## src/rtl/general_pack.sv

```systemverilog
// Shared types and helpers for the Avalon-ST length limiter and its skid buffer.
package general_pack;

  typedef enum logic [1:0] {
    BETWEEN_MSG = 2'd0,
    IN_MSG      = 2'd1,
    DROPPING    = 2'd2
  } limiter_sm_t;

  // Ceiling log2 with a floor of 1 bit, usable in constant expressions.
  function automatic int log2up_func(input int value);
    int res;
    res = 1;
    for (int i = 1; i < 31; i++) begin
      if ((32'sd1 <<< i) < value) begin
        res = i + 1;
      end else begin
        res = res;
      end
    end
    return res;
  endfunction

endpackage

```

## src/rtl/avalon_st_if.sv

```systemverilog
// Avalon-ST stream bundle: data, framing and valid/ready handshake.
interface avalon_st_if
  import general_pack::*;
#(
  parameter int DATA_WIDTH_IN_BYTES = 16
);
  logic [8*DATA_WIDTH_IN_BYTES-1:0]              data;
  logic [log2up_func(DATA_WIDTH_IN_BYTES)-1:0]   empty;
  logic                                          sop;
  logic                                          eop;
  logic                                          valid;
  logic                                          rdy;

  modport master (output data, empty, sop, eop, valid, input rdy);
  modport slave  (input data, empty, sop, eop, valid, output rdy);
endinterface

```

## src/rtl/avalon_skid_buffer.sv

```systemverilog
// Two-entry output buffer with a registered ready that never looks at out_rdy_i
// combinationally: ready is high whenever at most one entry is held.
module avalon_skid_buffer
  import general_pack::*;
#(
  parameter int DATA_WIDTH_IN_BYTES = 16
) (
  input  logic                                        clk,
  input  logic                                        rst,
  input  logic                                        in_valid_i,
  input  logic                                        in_sop_i,
  input  logic                                        in_eop_i,
  input  logic [log2up_func(DATA_WIDTH_IN_BYTES)-1:0] in_empty_i,
  input  logic [8*DATA_WIDTH_IN_BYTES-1:0]            in_data_i,
  output logic                                        in_rdy_o,
  output logic                                        out_valid_o,
  output logic                                        out_sop_o,
  output logic                                        out_eop_o,
  output logic [log2up_func(DATA_WIDTH_IN_BYTES)-1:0] out_empty_o,
  output logic [8*DATA_WIDTH_IN_BYTES-1:0]            out_data_o,
  input  logic                                        out_rdy_i
);
  localparam int EW = log2up_func(DATA_WIDTH_IN_BYTES);
  localparam int PW = 8*DATA_WIDTH_IN_BYTES + EW + 2;

  logic [PW-1:0] head_q, head_d, skid_q, skid_d, in_payload_s;
  logic          head_vld_q, head_vld_d, skid_vld_q, skid_vld_d;
  logic          rdy_q, rdy_d, pop_s;

  assign in_payload_s = {in_sop_i, in_eop_i, in_empty_i, in_data_i};
  assign pop_s        = head_vld_q & out_rdy_i;

  // Pop first so a simultaneous push lands in whichever slot is then free.
  always_comb begin
    head_d     = head_q;
    head_vld_d = head_vld_q;
    skid_d     = skid_q;
    skid_vld_d = skid_vld_q;
    if (pop_s) begin
      if (skid_vld_q) begin
        head_d     = skid_q;
        skid_vld_d = 1'b0;
      end else begin
        head_vld_d = 1'b0;
      end
    end else begin
      head_vld_d = head_vld_q;
    end
    if (in_valid_i) begin
      if (head_vld_d) begin
        skid_d     = in_payload_s;
        skid_vld_d = 1'b1;
      end else begin
        head_d     = in_payload_s;
        head_vld_d = 1'b1;
      end
    end else begin
      skid_d = skid_q;
    end
    rdy_d = ~skid_vld_d;
  end

  always_ff @(posedge clk) begin
    if (!rst) begin
      head_q     <= {PW{1'b0}};
      skid_q     <= {PW{1'b0}};
      head_vld_q <= 1'b0;
      skid_vld_q <= 1'b0;
      rdy_q      <= 1'b0;
    end else begin
      head_q     <= head_d;
      skid_q     <= skid_d;
      head_vld_q <= head_vld_d;
      skid_vld_q <= skid_vld_d;
      rdy_q      <= rdy_d;
    end
  end

  assign {out_sop_o, out_eop_o, out_empty_o, out_data_o} = head_q;
  assign out_valid_o = head_vld_q;
  assign in_rdy_o    = rdy_q;
endmodule

```

## src/rtl/avalon_length_limiter.sv

```systemverilog
// Cuts Avalon-ST messages to MAX_MSG_BYTES, discarding the tail until eop.
// Optional length statistics ports: define AVALON_LENGTH_LIMITER_STATS_EN.
module avalon_length_limiter
  import general_pack::*;
#(
  parameter int DATA_WIDTH_IN_BYTES = 16,
  parameter int MAX_MSG_BYTES       = 1024
) (
  input  logic                                  clk,
  input  logic                                  rst,
  avalon_st_if.slave                            msg_in,
  avalon_st_if.master                           msg_out,
  output logic                                  truncated_indi,
  output logic                                  dropped_beat_indi
`ifdef AVALON_LENGTH_LIMITER_STATS_EN
  ,
  output logic [log2up_func(MAX_MSG_BYTES):0]   msg_len,
  output logic                                  msg_len_vld
`endif
);
  localparam int CW = log2up_func(MAX_MSG_BYTES) + 1;
  localparam int EW = log2up_func(DATA_WIDTH_IN_BYTES);
  localparam logic [CW-1:0] BEAT_FULL = CW'(DATA_WIDTH_IN_BYTES);
  localparam logic [CW-1:0] MAX_C     = CW'(MAX_MSG_BYTES);

  limiter_sm_t   state_q, state_d;
  logic [CW-1:0] cnt_q, cnt_d, beat_bytes_s;
  logic          acc_s, fwd_s, force_eop_s, rdy_s;
  logic          trunc_q, trunc_d, drop_q, drop_d;

  assign acc_s      = msg_in.valid & rdy_s;
  assign msg_in.rdy = rdy_s;

  always_comb begin
    if (msg_in.eop) begin
      beat_bytes_s = BEAT_FULL - {{(CW-EW){1'b0}}, msg_in.empty};
    end else begin
      beat_bytes_s = BEAT_FULL;
    end
  end

  // The counter tops out at MAX - beat width before the cut, so it cannot wrap.
  always_comb begin
    state_d     = state_q;
    cnt_d       = cnt_q;
    fwd_s       = 1'b0;
    force_eop_s = 1'b0;
    trunc_d     = 1'b0;
    drop_d      = 1'b0;
    case (state_q)
      BETWEEN_MSG: begin
        if (acc_s) begin
          fwd_s = 1'b1;
          if (msg_in.sop && !msg_in.eop) begin
            if (BEAT_FULL == MAX_C) begin
              force_eop_s = 1'b1;
              trunc_d     = 1'b1;
              state_d     = DROPPING;
            end else begin
              state_d = IN_MSG;
              cnt_d   = beat_bytes_s;
            end
          end else begin
            cnt_d = {CW{1'b0}};
          end
        end else begin
          cnt_d = cnt_q;
        end
      end
      IN_MSG: begin
        if (acc_s) begin
          fwd_s = 1'b1;
          if (msg_in.eop) begin
            state_d = BETWEEN_MSG;
            cnt_d   = {CW{1'b0}};
          end else if (cnt_q + BEAT_FULL == MAX_C) begin
            force_eop_s = 1'b1;
            trunc_d     = 1'b1;
            state_d     = DROPPING;
            cnt_d       = {CW{1'b0}};
          end else begin
            cnt_d = cnt_q + BEAT_FULL;
          end
        end else begin
          cnt_d = cnt_q;
        end
      end
      DROPPING: begin
        if (acc_s) begin
          drop_d = 1'b1;
          if (msg_in.eop) begin
            state_d = BETWEEN_MSG;
          end else begin
            state_d = DROPPING;
          end
        end else begin
          drop_d = 1'b0;
        end
      end
      default: begin
        state_d = BETWEEN_MSG;
        cnt_d   = {CW{1'b0}};
      end
    endcase
  end

  always_ff @(posedge clk) begin
    if (!rst) begin
      state_q <= BETWEEN_MSG;
      cnt_q   <= {CW{1'b0}};
      trunc_q <= 1'b0;
      drop_q  <= 1'b0;
    end else begin
      state_q <= state_d;
      cnt_q   <= cnt_d;
      trunc_q <= trunc_d;
      drop_q  <= drop_d;
    end
  end

  assign truncated_indi    = trunc_q;
  assign dropped_beat_indi = drop_q;

  avalon_skid_buffer #(
    .DATA_WIDTH_IN_BYTES(DATA_WIDTH_IN_BYTES)
  ) u_skid (
    .clk        (clk),
    .rst        (rst),
    .in_valid_i (acc_s & fwd_s),
    .in_sop_i   (msg_in.sop),
    .in_eop_i   (msg_in.eop | force_eop_s),
    .in_empty_i (force_eop_s ? {EW{1'b0}} : msg_in.empty),
    .in_data_i  (msg_in.data),
    .in_rdy_o   (rdy_s),
    .out_valid_o(msg_out.valid),
    .out_sop_o  (msg_out.sop),
    .out_eop_o  (msg_out.eop),
    .out_empty_o(msg_out.empty),
    .out_data_o (msg_out.data),
    .out_rdy_i  (msg_out.rdy)
  );

`ifdef AVALON_LENGTH_LIMITER_STATS_EN
  localparam int LEN_SAT_I = 2*MAX_MSG_BYTES - 1;
  localparam logic [CW:0] LEN_SAT = LEN_SAT_I[CW:0];

  logic [CW-1:0] len_acc_q, len_acc_d, len_q, len_d;
  logic [CW:0]   len_raw_s, len_sum_s;
  logic          len_vld_q, len_vld_d;

  // Counts every accepted beat, including discarded ones, saturating at 2*MAX-1.
  always_comb begin
    len_acc_d = len_acc_q;
    len_d     = len_q;
    len_vld_d = 1'b0;
    len_raw_s = {1'b0, (msg_in.sop ? {CW{1'b0}} : len_acc_q)} + {1'b0, beat_bytes_s};
    len_sum_s = (len_raw_s > LEN_SAT) ? LEN_SAT : len_raw_s;
    if (acc_s) begin
      if (msg_in.eop) begin
        len_d     = len_sum_s[CW-1:0];
        len_vld_d = 1'b1;
        len_acc_d = {CW{1'b0}};
      end else begin
        len_acc_d = len_sum_s[CW-1:0];
      end
    end else begin
      len_acc_d = len_acc_q;
    end
  end

  always_ff @(posedge clk) begin
    if (!rst) begin
      len_acc_q <= {CW{1'b0}};
      len_q     <= {CW{1'b0}};
      len_vld_q <= 1'b0;
    end else begin
      len_acc_q <= len_acc_d;
      len_q     <= len_d;
      len_vld_q <= len_vld_d;
    end
  end

  assign msg_len     = len_q;
  assign msg_len_vld = len_vld_q;
`endif
endmodule

```

## src/flat_wrapper.sv

```systemverilog
// flat-port wrapper written by rule: the top's interface ports become plain ports
module avalon_length_limiter_flat import general_pack::*;
#(
  parameter int DATA_WIDTH_IN_BYTES = 16,
  parameter int MAX_MSG_BYTES       = 1024
)
  (clk, rst, truncated_indi, dropped_beat_indi, msg_in_data, msg_in_empty, msg_in_sop, msg_in_eop, msg_in_valid, msg_in_rdy, msg_out_data, msg_out_empty, msg_out_sop, msg_out_eop, msg_out_valid, msg_out_rdy);
  avalon_st_if #(.DATA_WIDTH_IN_BYTES(DATA_WIDTH_IN_BYTES)) msg_in_i ();
  avalon_st_if #(.DATA_WIDTH_IN_BYTES(DATA_WIDTH_IN_BYTES)) msg_out_i ();
  input  logic clk;
  input  logic rst;
  output logic truncated_indi;
  output logic dropped_beat_indi;
  input wire logic [$bits(msg_in_i.data)-1:0] msg_in_data;
  input wire logic [$bits(msg_in_i.empty)-1:0] msg_in_empty;
  input wire logic [$bits(msg_in_i.sop)-1:0] msg_in_sop;
  input wire logic [$bits(msg_in_i.eop)-1:0] msg_in_eop;
  input wire logic [$bits(msg_in_i.valid)-1:0] msg_in_valid;
  output wire logic [$bits(msg_in_i.rdy)-1:0] msg_in_rdy;
  output wire logic [$bits(msg_out_i.data)-1:0] msg_out_data;
  output wire logic [$bits(msg_out_i.empty)-1:0] msg_out_empty;
  output wire logic [$bits(msg_out_i.sop)-1:0] msg_out_sop;
  output wire logic [$bits(msg_out_i.eop)-1:0] msg_out_eop;
  output wire logic [$bits(msg_out_i.valid)-1:0] msg_out_valid;
  input wire logic [$bits(msg_out_i.rdy)-1:0] msg_out_rdy;
  assign msg_in_i.data = msg_in_data;
  assign msg_in_i.empty = msg_in_empty;
  assign msg_in_i.sop = msg_in_sop;
  assign msg_in_i.eop = msg_in_eop;
  assign msg_in_i.valid = msg_in_valid;
  assign msg_in_rdy = msg_in_i.rdy;
  assign msg_out_data = msg_out_i.data;
  assign msg_out_empty = msg_out_i.empty;
  assign msg_out_sop = msg_out_i.sop;
  assign msg_out_eop = msg_out_i.eop;
  assign msg_out_valid = msg_out_i.valid;
  assign msg_out_i.rdy = msg_out_rdy;
  avalon_length_limiter #(.DATA_WIDTH_IN_BYTES(DATA_WIDTH_IN_BYTES), .MAX_MSG_BYTES(MAX_MSG_BYTES)) u_core (.clk(clk), .rst(rst), .msg_in(msg_in_i), .msg_out(msg_out_i), .truncated_indi(truncated_indi), .dropped_beat_indi(dropped_beat_indi));
endmodule
```

## config.mk

```make
export PLATFORM = sky130hd
export DESIGN_NAME = avalon_length_limiter_flat
export DESIGN_NICKNAME = d
export VERILOG_FILES = /design/src/rtl/general_pack.sv /design/src/rtl/avalon_st_if.sv /design/src/rtl/avalon_skid_buffer.sv /design/src/rtl/avalon_length_limiter.sv /design/src/flat_wrapper.sv
export SDC_FILE = /design/constraint.sdc
export NUM_CORES = 1
export LEC_CHECK = 0
export CORE_MARGIN = 4
export CORE_UTILIZATION = 40
export CTS_BUF_LIST = sky130_fd_sc_hd__clkbuf_16
export CTS_CLUSTER_SIZE = 20
export DETAILED_ROUTE_END_ITERATION = 16
export PLACE_DENSITY = 0.71
export RECOVER_POWER = 100
export SYNTH_ARGS = -nofsm -noshare
export SYNTH_HDL_FRONTEND = slang
export SYNTH_SLANG_ARGS = --single-unit
```

## constraint.sdc

```tcl
create_clock -name clk -period 2.3 [get_ports clk]
set_clock_uncertainty 0.05 [all_clocks]
set_input_delay 0.46 -clock clk [delete_from_list [all_inputs] [get_ports clk]]
set_output_delay 0.46 -clock clk [all_outputs]
set_load 0.02 [all_outputs]
```

==> results of run 1 <==
==> repair_timing <==
item                       CTS  global route
pin swaps                    1             0
buffers inserted             0             0
gates cloned                 0             2
setup endpoints to repair    4            50
resized for setup            1             8
==> Yosys cell counts (all sizes together) (2+ instances only) <==
cell type  instances
mux2i            137
or4                3
buf               10
o32ai              5
or2                3
nor2              91
a211o              2
ha                 6
a21oi            134
o31ai              4
nand3              9
a21boi             2
nor3               2
inv                5
nor2b              4
or3                3
nor3b              4
dfxtp            286
clkbuf            95
a211oi            79
o21ai              6
nand2b             3
and2               3
nand2            333
o211a             51
==> through the flow <==
stage                     cell area [um2]  setup slack [ps]  power (W)  instances  hold slack [ps]
final                               16000              32.5     0.0126       1947              231
after floorplan                     11500              26.4    0.00684       1297              368
after global placement              15000              17.8    0.00804       1892              391
after detailed placement            15000              2.31    0.00809       1892              394
after global routing                16000             -64.3     0.0132       1947              217
after CTS                           15900              19.3     0.0127       1944              207
==> cell families after synthesis <==
logic type,after synthesis,synth area share
compound gates,294,0.177
fa+ha+maj,6,0.00653
buf+inv,110,0.0365
flops,286,0.498
mux,137,0.119
simple gates,464,0.163
==> sequential cells by signal, summed over array words and instances, names as in the netlist, 2 cells and up <==
name	flops
u_core.u_skid.skid_q	134
u_core.u_skid.head_q	134
u_core.cnt_q	11
u_core.state_q	2
==> report_power, final <==
| group | leakage (nW) | total, W | switching [W] | internal, W |
|---|---|---|---|---|
| sequential | 2.33 | 0.00554 | 0.000213 | 0.00533 |
| combinational | 4.30 | 0.00249 | 0.00128 | 0.00122 |
| clock | 0.477 | 0.00456 | 0.00192 | 0.00263 |
| total | 7.11 | 0.0126 | 0.00341 | 0.00918 |
==> path summary, 6_finish.rpt <==
check	start	end	slack, ps	cells past startpoint
worst max-delay path	u_core.cnt_q[4]$_SDFFE_PN0P_	u_core.u_skid.head_q[132]$_SDFF_PN0_	30	7
worst min-delay path	rst	u_core.cnt_q[2]$_SDFFE_PN0P_	230	3
worst max register to register	u_core.cnt_q[4]$_SDFFE_PN0P_	u_core.u_skid.head_q[132]$_SDFF_PN0_	30	7
worst min register to register	u_core.u_skid.skid_q[70]$_SDFFE_PN0P_	u_core.u_skid.skid_q[70]$_SDFFE_PN0P_	400	2
==> final cells by class <==
type                    instances  area share
diodes                          1    0.000156
clock buffers                  31      0.0484
clock inverters                21     0.00906
inverters                       5     0.00148
multi-input cells             901       0.338
flip-flops and latches        286       0.358
well taps                     378      0.0295
repair buffers                324       0.215
==> routing by layer <==
layer | up-vias | track usage | share of wire
met5 | - | 0 | 0.0011
met4 | 4 | 0.0390 | 0.019
met3 | 44 | 0.0722 | 0.095
met2 | 291 | 0.309 | 0.47
met1 | 4695 | 0.240 | 0.42
li1 | 4987 | - | -
==> tightest hold or removal path, stage by stage <==
cell	delay, ps
buf_2	190
nand2_1	100
nor2_1	30
==> flow_results.org, run 1 <==
** Worst setup path
- On the worst path, the slowest cell contributes a delay of 500 ps.
- Crit path max fanout :: 10
- For the worst setup path, the data required time is 2730 ps.
- Critical path startpoint category :: register
- Slowest stage cell, crit path :: or4b_4
- Together, buffers and inverters on the worst path number 1.
- Worst-path cell chain :: ha_4 -> or3b_4 -> or4b_4 -> a32oi_4 -> nor3b_4 -> buf_12 -> o311a_1
- CP endpoint kind :: register
- Arrival time at the worst endpoint :: 2700 ps
- Worst setup path class :: reg -> reg
- The cell family contributing the most delay on the critical path is simple AND/OR/NAND/NOR gates.

** Finish
- In the final layout, the share of cells above drive strength 1 is 0.0676.
- Register Area :: 5730 um2
- Leading cell types in the layout, fill and taps excluded :: nand2_1, dfxtp_1, clkdlybuf4s50_1
- Multi-input combinational cell area :: 5420 um2
- The library cell used most frequently in the layout, excluding fill and tap cells, is nand2_1.
- Relative to the synthesized area, the layout overhead comes to 39.4%.
- In the final design database the tool counted 1693 nets.
- Number of fillers in the final layout :: 2500
- Post-Route Utilization :: 0.570

** STA
- The smallest clock period supported by the final layout is computed as 2270 ps.
- Of the available clock period, the critical path in the final layout requires 0.986.
- Setup repair after global routing could not meet its margin everywhere.
- At the pin with the least slew margin, the transition time is 652 ps.
- Setup violations remaining at the end of the flow were counted as 0.
- Accumulated negative setup slack :: 0 ps
- Final Max Slew Viols :: 0
- Derived from the worst setup path, the maximum achievable clock frequency is 441 MHz.
- Total count of hold-check failures in the final report :: 0
- In this run the tightest slew margin relative to its limit is 0.565.

** Drt
- The first detailed-routing pass took 5 iterations.
- Wire length per cell after detailed routing :: 16.3 um
- DRC violations left :: 0
- Residual antenna-violating net count after detailed routing :: 0
- For this block, the routed nets add up to 31.8 mm of wire.
- Detailed routing inserted a total of 10000 vias.
- Drt via density :: 5.15
- Starting DRC count in detailed routing :: 612

** Floorplanning
- Core outline area :: 28100 um2
- Count of boundary I/O pins :: 276
- For this configuration, the core starts out at a cell density of 0.409.
- Std cell rows :: 61
- Floorplan die area :: 31500 um2
- The die is 177 um tall.
- From left edge to right edge, the die measures 177 um.

** Synth
- Counting every net in the synthesized netlist gives 1441.
- In the synthesized netlist the dominant register cell turns out to be dfxtp_1.
- The share of the Yosys chip area taken by registers is 0.498.
- After synthesis the netlist holds a flip-flop and latch count of 286.
- The largest total area in the synthesized netlist belongs to dfxtp_1.
- Distinct cells, synth :: 47
- Top post-synthesis cells by area :: dfxtp_1, mux2i_1, nand2_1
- Post-synth design cell area :: 11500 um2
- Proportion of netlist area held by the largest area contributor :: 0.498
- Number of enable flip-flop cells after synthesis :: 0
- Syn Area/Cell :: 8.86 um2
- Counting every instance in the synthesized netlist gives 1297.
- Yosys printed 0 warnings.
- Share of flip-flops with an asynchronous set or reset after synthesis :: 0

** GRT
- Via count of the first global-routing pass :: 9620
- Maximum number of pins on one net before global-route repair :: 141
- In the global route stage, overall resource usage came out at 0.189.
- Global-route wire length before repair :: 49.7 mm
- The number of antenna violations at the first check in global routing came to 3.
- Aggregate global routing overflow :: 0

** Clock tree
- Counting every sink on the clock net gives 286.
- TritonCTS clock tree :: built
- Number of H-tree branching levels :: 1
- Buffer depth of the longest clock path :: 3
- In this run, CTS created clock tree buffers numbering 31.
- The cell sitting at the root of the clock tree is a clkbuf_16.
- The number of hold buffers added after CTS was 0.
- Clock-pin slew was measured on the worst setup and hold paths at 60 ps.
- Clock network latency to the later pin of the worst-skew pair :: 540 ps

** Placed design
- Routability-driven placement finished with a final weighted congestion of 0.808.
- Buffers added on ports :: 275
- Detailed placement finished with a half-perimeter wire length of 20.4 mm.

** Status
- Status :: complete, no violations

** Power and ir drop
- Power spread over the standard cell area amounts to 786 nW/um2.
- The worst-case IR drop observed on VDD is 0.590 mV.
- Pleak :: 7.11 nW

** Run
- Reported max-cap violation count :: 0

** Min path
- In this run the worst hold path is classified as in -> reg.
(Power assumes the default switching activity.)
==> inputs of run 2 (changes only) <==
CORE_UTILIZATION = 45   (was 40)
PLACE_DENSITY = 0.78   (was 0.71)
==> run 2 against run 1 <==
The flow now finishes with violations (negative setup slack); total power up 2.1%; highest routed layer unchanged; sequential share of layout area up 0.30 points; fmax down 1.6%; final cell count down 2.8%; combinational power about the same; critical endpoint is now u_core.u_skid.head_q[131]$_SDFF_PN0_; clock-buffer cell count down 1; largest cell class unchanged; die area down 11%; wire length down 4.6%.
==> flow_results.org, run 2 (synthesis results as in run 1) <==
** Clock tree
- Sink count of the clock tree :: 286 (unchanged)
- Clock network latency to the later pin of the worst-skew pair :: 550 ps (was 540 ps)
- The hold buffer count at CTS was 0 (unchanged).
- TritonCTS clock tree :: built (unchanged)
- The cell at the root of the clock tree is clkbuf_16 (unchanged).
- Inserted Clock Buffers :: 29 (was 31)
- Number of H-tree branching levels :: 1 (unchanged)
- The worst-case clock buffer depth is 3 (unchanged).
- The clock transition at the registers of the reported paths is 60 ps (about the same).
- The number of setup buffers added after CTS was 0 (unchanged).

** STA
- Final worst path period need :: 2300 ps (was 2270 ps)
- Setup slack after layout :: -4.63 ps (was 32.5 ps)
- Unrepaired setup endpoints after global routing :: yes (unchanged)
- The fmax came to 434 MHz (was 441 MHz).
- Total count of hold-check failures in the final report :: 0 (unchanged)
- The slew at the pin closest to its max-slew limit is 659 ps (was 652 ps).
- The relative max-transition margin is 0.561 (was 0.565).
- Fin crit share :: 1.00 (was 0.986)
- The count of pins over their slew limit came to 0 (unchanged).
- Setup violators final :: 5 (was 0)

** Floorplanning
- Die width :: 168 um (was 177 um)
- Count of boundary I/O pins :: 276 (unchanged)
- Floorplan die area :: 28200 um2 (was 31500 um2)
- Overall die height :: 168 um (was 177 um)
- Std cell rows :: 58 (was 61)
- Core outline area :: 25200 um2 (was 28100 um2)
- Initial Util :: 0.456 (was 0.409)

** Worst setup path
- CP Data Required Time :: 2680 ps (was 2730 ps)
- Worst setup path class :: reg -> reg (unchanged)
- The depth of the most critical reg-to-reg path was 7 (unchanged).
- The endpoint of the worst register-to-register path is u_core.u_skid.head_q[131]$_SDFF_PN0_ (was u_core.u_skid.head_q[132]$_SDFF_PN0_).
- Worst-path cell chain :: ha_4 -> or3b_4 -> or4b_4 -> a32oi_4 -> nor3b_4 -> buf_12 -> o32ai_1 (was ha_4 -> or3b_4 -> or4b_4 -> a32oi_4 -> nor3b_4 -> buf_12 -> o311a_1)
- The startpoint of the lowest-slack register-to-register path is u_core.cnt_q[4]$_SDFFE_PN0P_ (unchanged).
- CP endpoint kind :: register (unchanged)
- The type of element launching the critical path is a register (unchanged).
- Slowest stage cell, crit path :: or4b_4 (unchanged)
- The maximum cell stage delay along the critical path is 500 ps (about the same).
- Crit path max fanout :: 10 (unchanged)
- The slack of the worst reg-to-reg path is -5 ps (was 30 ps).
- Arrival time at the worst endpoint :: 2680 ps (was 2700 ps)

** Status
- Status: finished with violations (was complete, no violations).
- The final reports fail on negative setup slack.

** Min path
- Start point of the worst min-delay path :: rst (unchanged)
- Worst Hold Path EP :: u_core.cnt_q[0]$_SDFFE_PN0P_ (was u_core.cnt_q[2]$_SDFFE_PN0P_)
- Number of cells traversed by the worst hold path :: 4 (was 3)
- Tightest Hold Check Type :: in -> reg (unchanged)

** Drt
- The number of DRC markers in iteration 0 came to 714 (was 612).
- The number of remaining DRC errors was 0 (unchanged).
- Detailed-route via count :: 10000 (about the same)
- The post-detailed-route wirelength per cell is 16.0 um (was 16.3 um).
- The number of detailed-route iterations in the first pass came to 5 (unchanged).
- Total detailed-routing wirelength :: 30.3 mm (was 31.8 mm)
- The number of nets with antenna violations after routing is 0 (unchanged).
- The mean number of vias per cell was 5.28 (was 5.15).

** GRT
- Aggregate global-route resource usage :: 0.205 (was 0.189)
- Via count of the first global-routing pass :: 9702 (was 9620)
- Maximum number of pins on one net before global-route repair :: 108 (was 141)
- The final global-route overflow total came to 0 (unchanged).
- The number of antenna violations at the first check in global routing came to 1 (was 3).
- The first-pass GRT wire length came to 49.4 mm (was 49.7 mm).

** Finish
- The most common cell after layout, fill and taps aside is nand2_1 (unchanged).
- The fraction of final layout cells sized beyond drive strength 1 was 0.0665 (was 0.0676).
- Registers with the highest flip-flop counts :: u_core.u_skid.head_q (134), u_core.u_skid.skid_q (134), u_core.cnt_q (11) (unchanged)
- The count of filler cells inserted in the layout was 2101 (was 2500).
- The area of all placed cells without fillers came to 15900 um2 (was 16000 um2).
- Signed area change from the synthesized netlist to the final layout :: 38.2% (was 39.4%)
- The antenna diode count is 0 (was 1).
- Post-Route Utilization :: 0.630 (was 0.570)
- Net count, final :: 1684 (was 1693)
- Leading cell types in the layout, fill and taps excluded :: nand2_1, dfxtp_1, clkdlybuf4s50_1 (unchanged)

** Power and ir drop
- Maximum resistive drop on vdd :: 0.881 mV (was 0.590 mV)
- The total design power came to 0.0129 W (was 0.0126 W).
- The cell area power density was 810 nW/um2 (was 786 nW/um2).
- The leakage dissipation is 7.06 nW (was 7.11 nW).

** Run
- The number of violations of the max-capacitance limit came to 0 (unchanged).

** Placed design
- The port buffer count was 275 (unchanged).
- Detailed Place HPWL :: 19.9 mm (was 20.4 mm)
- The placed standard-cell area is 14900 um2 (was 15000 um2).
- The global placement routability congestion came to 0.779 (was 0.808).
-- run 2: timing repair --
item	in CTS	in global routing
pin swaps	1	0
resized for setup	2	6
endpoints found under the setup margin	14	17
-- run 2: how the worst max path moves through the flow --
stage	startpoint	endpoint	slack [ps]	cells after the start
floorplan	u_core.cnt_q[4]$_SDFFE_PN0P_	u_core.u_skid.head_q[128]$_SDFF_PN0_	30	6
global placement	u_core.cnt_q[4]$_SDFFE_PN0P_	u_core.u_skid.head_q[130]$_SDFF_PN0_	10	7
detailed placement	u_core.cnt_q[4]$_SDFFE_PN0P_	u_core.u_skid.head_q[128]$_SDFF_PN0_	-30	7
CTS	u_core.cnt_q[4]$_SDFFE_PN0P_	u_core.u_skid.head_q[130]$_SDFF_PN0_	10	7
global route	u_core.cnt_q[4]$_SDFFE_PN0P_	u_core.u_skid.head_q[132]$_SDFF_PN0_	-90	7
finish	u_core.cnt_q[4]$_SDFFE_PN0P_	u_core.u_skid.head_q[131]$_SDFF_PN0_	-5	7
-- run 2: routing by layer --
metal / vias to the layer above / GRT usage / share of wire
met5: - / 0 / 0.00063
met4: 2 / 0.0473 / 0.019
met3: 46 / 0.0749 / 0.093
met2: 276 / 0.340 / 0.47
met1: 4710 / 0.257 / 0.42
li1: 4966 / - / -
-- run 2: area by class of cell --
| class | count | area [um2] | area share |
|---|---|---|---|
| timing repair buffer | 317 | 3300 | 0.208 |
| multi-input combinational | 901 | 5420 | 0.341 |
| clock inverter | 24 | 238 | 0.0150 |
| inverter | 5 | 23.8 | 0.00150 |
| tap | 330 | 413 | 0.0260 |
| sequential | 286 | 5730 | 0.361 |
| clock buffer | 30 | 751 | 0.0473 |
-- run 2: stage by stage --
step	cells	worst slack, ps	hold slack [ps]	TNS, ps
global placement	1839	10.5	391	0
floorplan	1297	26.4	368	0
CTS	1893	11.7	362	0
global route	1893	-92.4	394	-1850
detailed placement	1839	-33.1	390	-257
finish	1893	-4.63	379	-16.7
-- run 2: report_power, final --
| group | total, W | internal, W | switching, W |
|---|---|---|---|
| combinational | 0.00246 | 0.00121 | 0.00125 |
| clock | 0.00486 | 0.00291 | 0.00195 |
| sequential | 0.00554 | 0.00532 | 0.000211 |
| total | 0.0129 | 0.00945 | 0.00341 |
-- run 2: worst max-delay path, delay by kind of cell, from the launching register on --
kind,cells,cell delay (ps)
simple gates,3,1140
flops,1,380
compound gates,2,310
buf+inv,1,150
fa+ha+maj,1,140
==> inputs of run 3 (changes only) <==
PLACE_DENSITY = unset   (was 0.78)
PLACE_DENSITY_LB_ADDON = 0.12   (was unset)
SETUP_SLACK_MARGIN = 0.2   (was unset)
==> run 3 against run 2 <==
The flow now finishes without violations; final cell count increased by 0.53%; wire length increased by 3.1%; worst hold slack got worse by 130 ps.
==> flow_results.org, run 3 (synthesis results as in run 1) <==
** Status
- Status :: complete, no violations (was finished with violations)

** Power and ir drop
- The total design power was 0.0130 W (was 0.0129 W).
- The worst voltage drop across the vdd grid was 0.558 mV (was 0.881 mV).
- The power share of the clock group was 0.384 (was 0.378).
- The net switching power is 0.00348 W (was 0.00341 W).
- Sequential cell fraction of total power :: 0.426 (was 0.431)
- The combinational fraction of design power is 0.191 (about the same).
- The cell area power density came to 814 nW/um2 (was 810 nW/um2).
- Internal power contribution :: 0.00954 W (was 0.00945 W)
- Switching share of total power :: 0.267 (was 0.265)
- The leakage dissipation came to 7.15 nW (was 7.06 nW).

** STA
- The relative max-transition margin was 0.668 (was 0.561).
- The fmax was 441 MHz (was 434 MHz).
- The part of the cycle the worst path needs is 0.986 (was 1.00).
- The sum of negative setup slack was 0 ps (was -16.7 ps).
- Final hold slack :: 244 ps (was 379 ps)
- The final hold violation count was 0 (unchanged).
- The final period demand of the worst path was 2270 ps (was 2300 ps).
- The worst setup margin came to 32.4 ps (was -4.63 ps).
- Unrepaired setup endpoints after global routing :: yes (unchanged)
- Tightest Pin Transition :: 498 ps (was 659 ps)
- Final Max Slew Viols :: 0 (unchanged)
- The total setup violations reported at the end of the flow was 0 (was 5).

** Worst setup path
- Arrival time at the worst endpoint :: 2640 ps (was 2680 ps)
- The number of buffers and inverters on the critical path came to 1 (unchanged).
- The sort of element at the end of the critical path is a register (unchanged).
- Worst-path cell chain :: ha_4 -> or3b_4 -> or4b_4 -> a32oi_4 -> buf_6 -> nor2_4 -> a221o_1 (was ha_4 -> or3b_4 -> or4b_4 -> a32oi_4 -> nor3b_4 -> buf_12 -> o32ai_1)
- The required arrival time at the worst endpoint was 2670 ps (was 2680 ps).
- Critical path startpoint category :: register (unchanged)
- Crit path max fanout :: 5 (was 10)
- The cell at the slowest stage of the critical path was or4b_4 (unchanged).
- The type of the worst setup path was reg -> reg (unchanged).
- The dominant delay contributor by cell family on the critical path is simple AND/OR/NAND/NOR gates (unchanged).
- Critical Path Max Stage Delay :: 540 ps (was 500 ps)

** Finish
- Registers with the highest flip-flop counts: u_core.u_skid.head_q (134), u_core.u_skid.skid_q (134), u_core.cnt_q (11) (unchanged).
- Leading cell types in the layout, fill and taps excluded :: nand2_1, dfxtp_1, clkdlybuf4s50_1 (unchanged)
- The layout overhead on the synthesized area came to 39.2% (was 38.2%).
- Net count, final :: 1693 (was 1684)
- The most common cell after layout, fill and taps aside is nand2_1 (unchanged).
- The sequential cell area was 5730 um2 (about the same).
- The count of filler cells inserted in the layout was 2142 (was 2101).
- The fraction of final layout cells sized beyond drive strength 1 was 0.0750 (was 0.0665).
- Multi-input combinational cell area :: 5440 um2 (was 5420 um2)
- Number of diodes :: 0 (unchanged)

** Run
- The number of violations of the max-capacitance limit came to 0 (unchanged).

** Placed design
- Routability congestion estimate from global placement :: 0.787 (was 0.779)
- Placement Setup Slack :: -19.9 ps (was -33.1 ps)
- The half-perimeter wire length after detailed placement is 19.7 mm (was 19.9 mm).
- The port buffer count was 275 (unchanged).

** Drt
- The aggregate routed wire length was 31.3 mm (was 30.3 mm).
- The number of DRC markers in iteration 0 came to 721 (was 714).
- The post-detailed-route wirelength per cell is 16.4 um (was 16.0 um).
- The total via count in the routed design is 10000 (about the same).
- The number of remaining DRC errors is 0 (unchanged).
- The number of nets with antenna violations after routing was 0 (unchanged).
- The mean number of vias per cell was 5.27 (was 5.28).
- The number of detailed-route iterations in the first pass was 5 (unchanged).

** Clock tree
- The total clock buffers created by CTS is 31 (was 29).
- The CTS tree is built (unchanged).
- Number of buffers inserted by hold repair at cts :: 0 (unchanged)
- CTS clk-pin slew, worst paths :: 60 ps (about the same)
- The worst-case clock buffer depth is 3 (unchanged).
- Number of H-tree branching levels :: 1 (unchanged)
- The cell at the root of the clock tree is clkbuf_16 (unchanged).
- The CTS sink count came to 286 (unchanged).
- The clock insertion delay at the later pin of the skew report is 530 ps (was 550 ps).

** Floorplanning
- Die width :: 168 um (unchanged)
- The starting density of the core was 0.456 (unchanged).
- Floorplan die area :: 28200 um2 (unchanged)
- Overall die height :: 168 um (unchanged)
- Core outline area :: 25200 um2 (unchanged)
- Count of boundary I/O pins :: 276 (unchanged)
- Std cell rows :: 58 (unchanged)

** Min path
- Tightest Hold Check Type :: in -> reg (unchanged)

** GRT
- Number of antenna violations at the first check in global routing :: 1 (unchanged)
- Global-route wire length before repair :: 50.0 mm (was 49.4 mm)
- Maximum number of pins on one net before global-route repair :: 86 (was 108)
- Aggregate global-route resource usage :: 0.208 (was 0.205)
- Via count of the first global-routing pass :: 9540 (was 9702)
- The final global-route overflow total is 0 (unchanged).
run 3: changes by cell type in the layout (fill, tap and decap cells not counted), sizes merged:
cell           before  now
clkdlybuf4s50     273  265
buf                41   48
clkbuf             32   38
inv                 9   12
dlygate4sd2         1    3
bufbuf              0    1
clkinv             14   13
run 3: layer usage:
layer,GRT usage,wire length (um),part of all wire,vias to the layer above
met1,0.285,14100,0.45,4705
met3,0.0545,2270,0.073,39
li1,-,-,-,4989
met5,0,12,0.00038,-
met4,0.0462,556,0.018,2
met2,0.334,14300,0.46,289
run 3: metrics by stage:
step                utilization  cells  cell area (um2)
finish                    0.635   1903            16000
floorplan                     -   1297            11500
global route              0.635   1903            16000
detailed placement        0.590   1838            14800
global placement          0.590   1838            14800
CTS                       0.634   1900            16000
run 3: power groups by stage:
stage	clock network (W)	logic, W	registers [W]
finish	0.00500	0.00248	0.00554
global route	0.00532	0.00267	0.00559
CTS	0.00511	0.00248	0.00555
detailed placement	0	0.00242	0.00565
global placement	0	0.00238	0.00565
floorplan	0	0.000841	0.00600
run 3: worst paths after layout:
| kind | start | end | slack, ps | cells after the start |
|---|---|---|---|---|
| worst min register to register | u_core.u_skid.skid_q[119]$_SDFFE_PN0P_ | u_core.u_skid.skid_q[119]$_SDFFE_PN0P_ | 400 | 2 |
| worst max-delay path | u_core.cnt_q[4]$_SDFFE_PN0P_ | u_core.cnt_q[10]$_SDFFE_PN0P_ | 30 | 7 |
| worst max register to register | u_core.cnt_q[4]$_SDFFE_PN0P_ | u_core.cnt_q[10]$_SDFFE_PN0P_ | 30 | 7 |
| worst min-delay path | rst | u_core.u_skid.head_q[91]$_SDFF_PN0_ | 240 | 2 |
run 3: timing repair:
action,CTS,global route
hold endpoints to repair,0,0
gates cloned,1,1
pin swaps,5,0
setup endpoints to repair,58,138
setup buffers,4,2
gates resized for setup,9,14
run 3: layout make-up:
class                   instances  share of cell area
repair buffers                324               0.210
flip-flops and latches        286               0.358
well taps                     330              0.0258
multi-input cells             901               0.340
clock buffers                  31              0.0485
inverters                       5             0.00149
clock inverters                26              0.0158
run 3: worst register-to-register path, delay by kind of cell, from the launching register on:
kind | cells | cell delay, ps
AO/OA/AOI/OAI | 2 | 490
buffers and inverters | 1 | 160
flip-flops | 1 | 370
AND/OR/NAND/NOR | 3 | 960
adder cells (fa/ha/maj) | 1 | 130
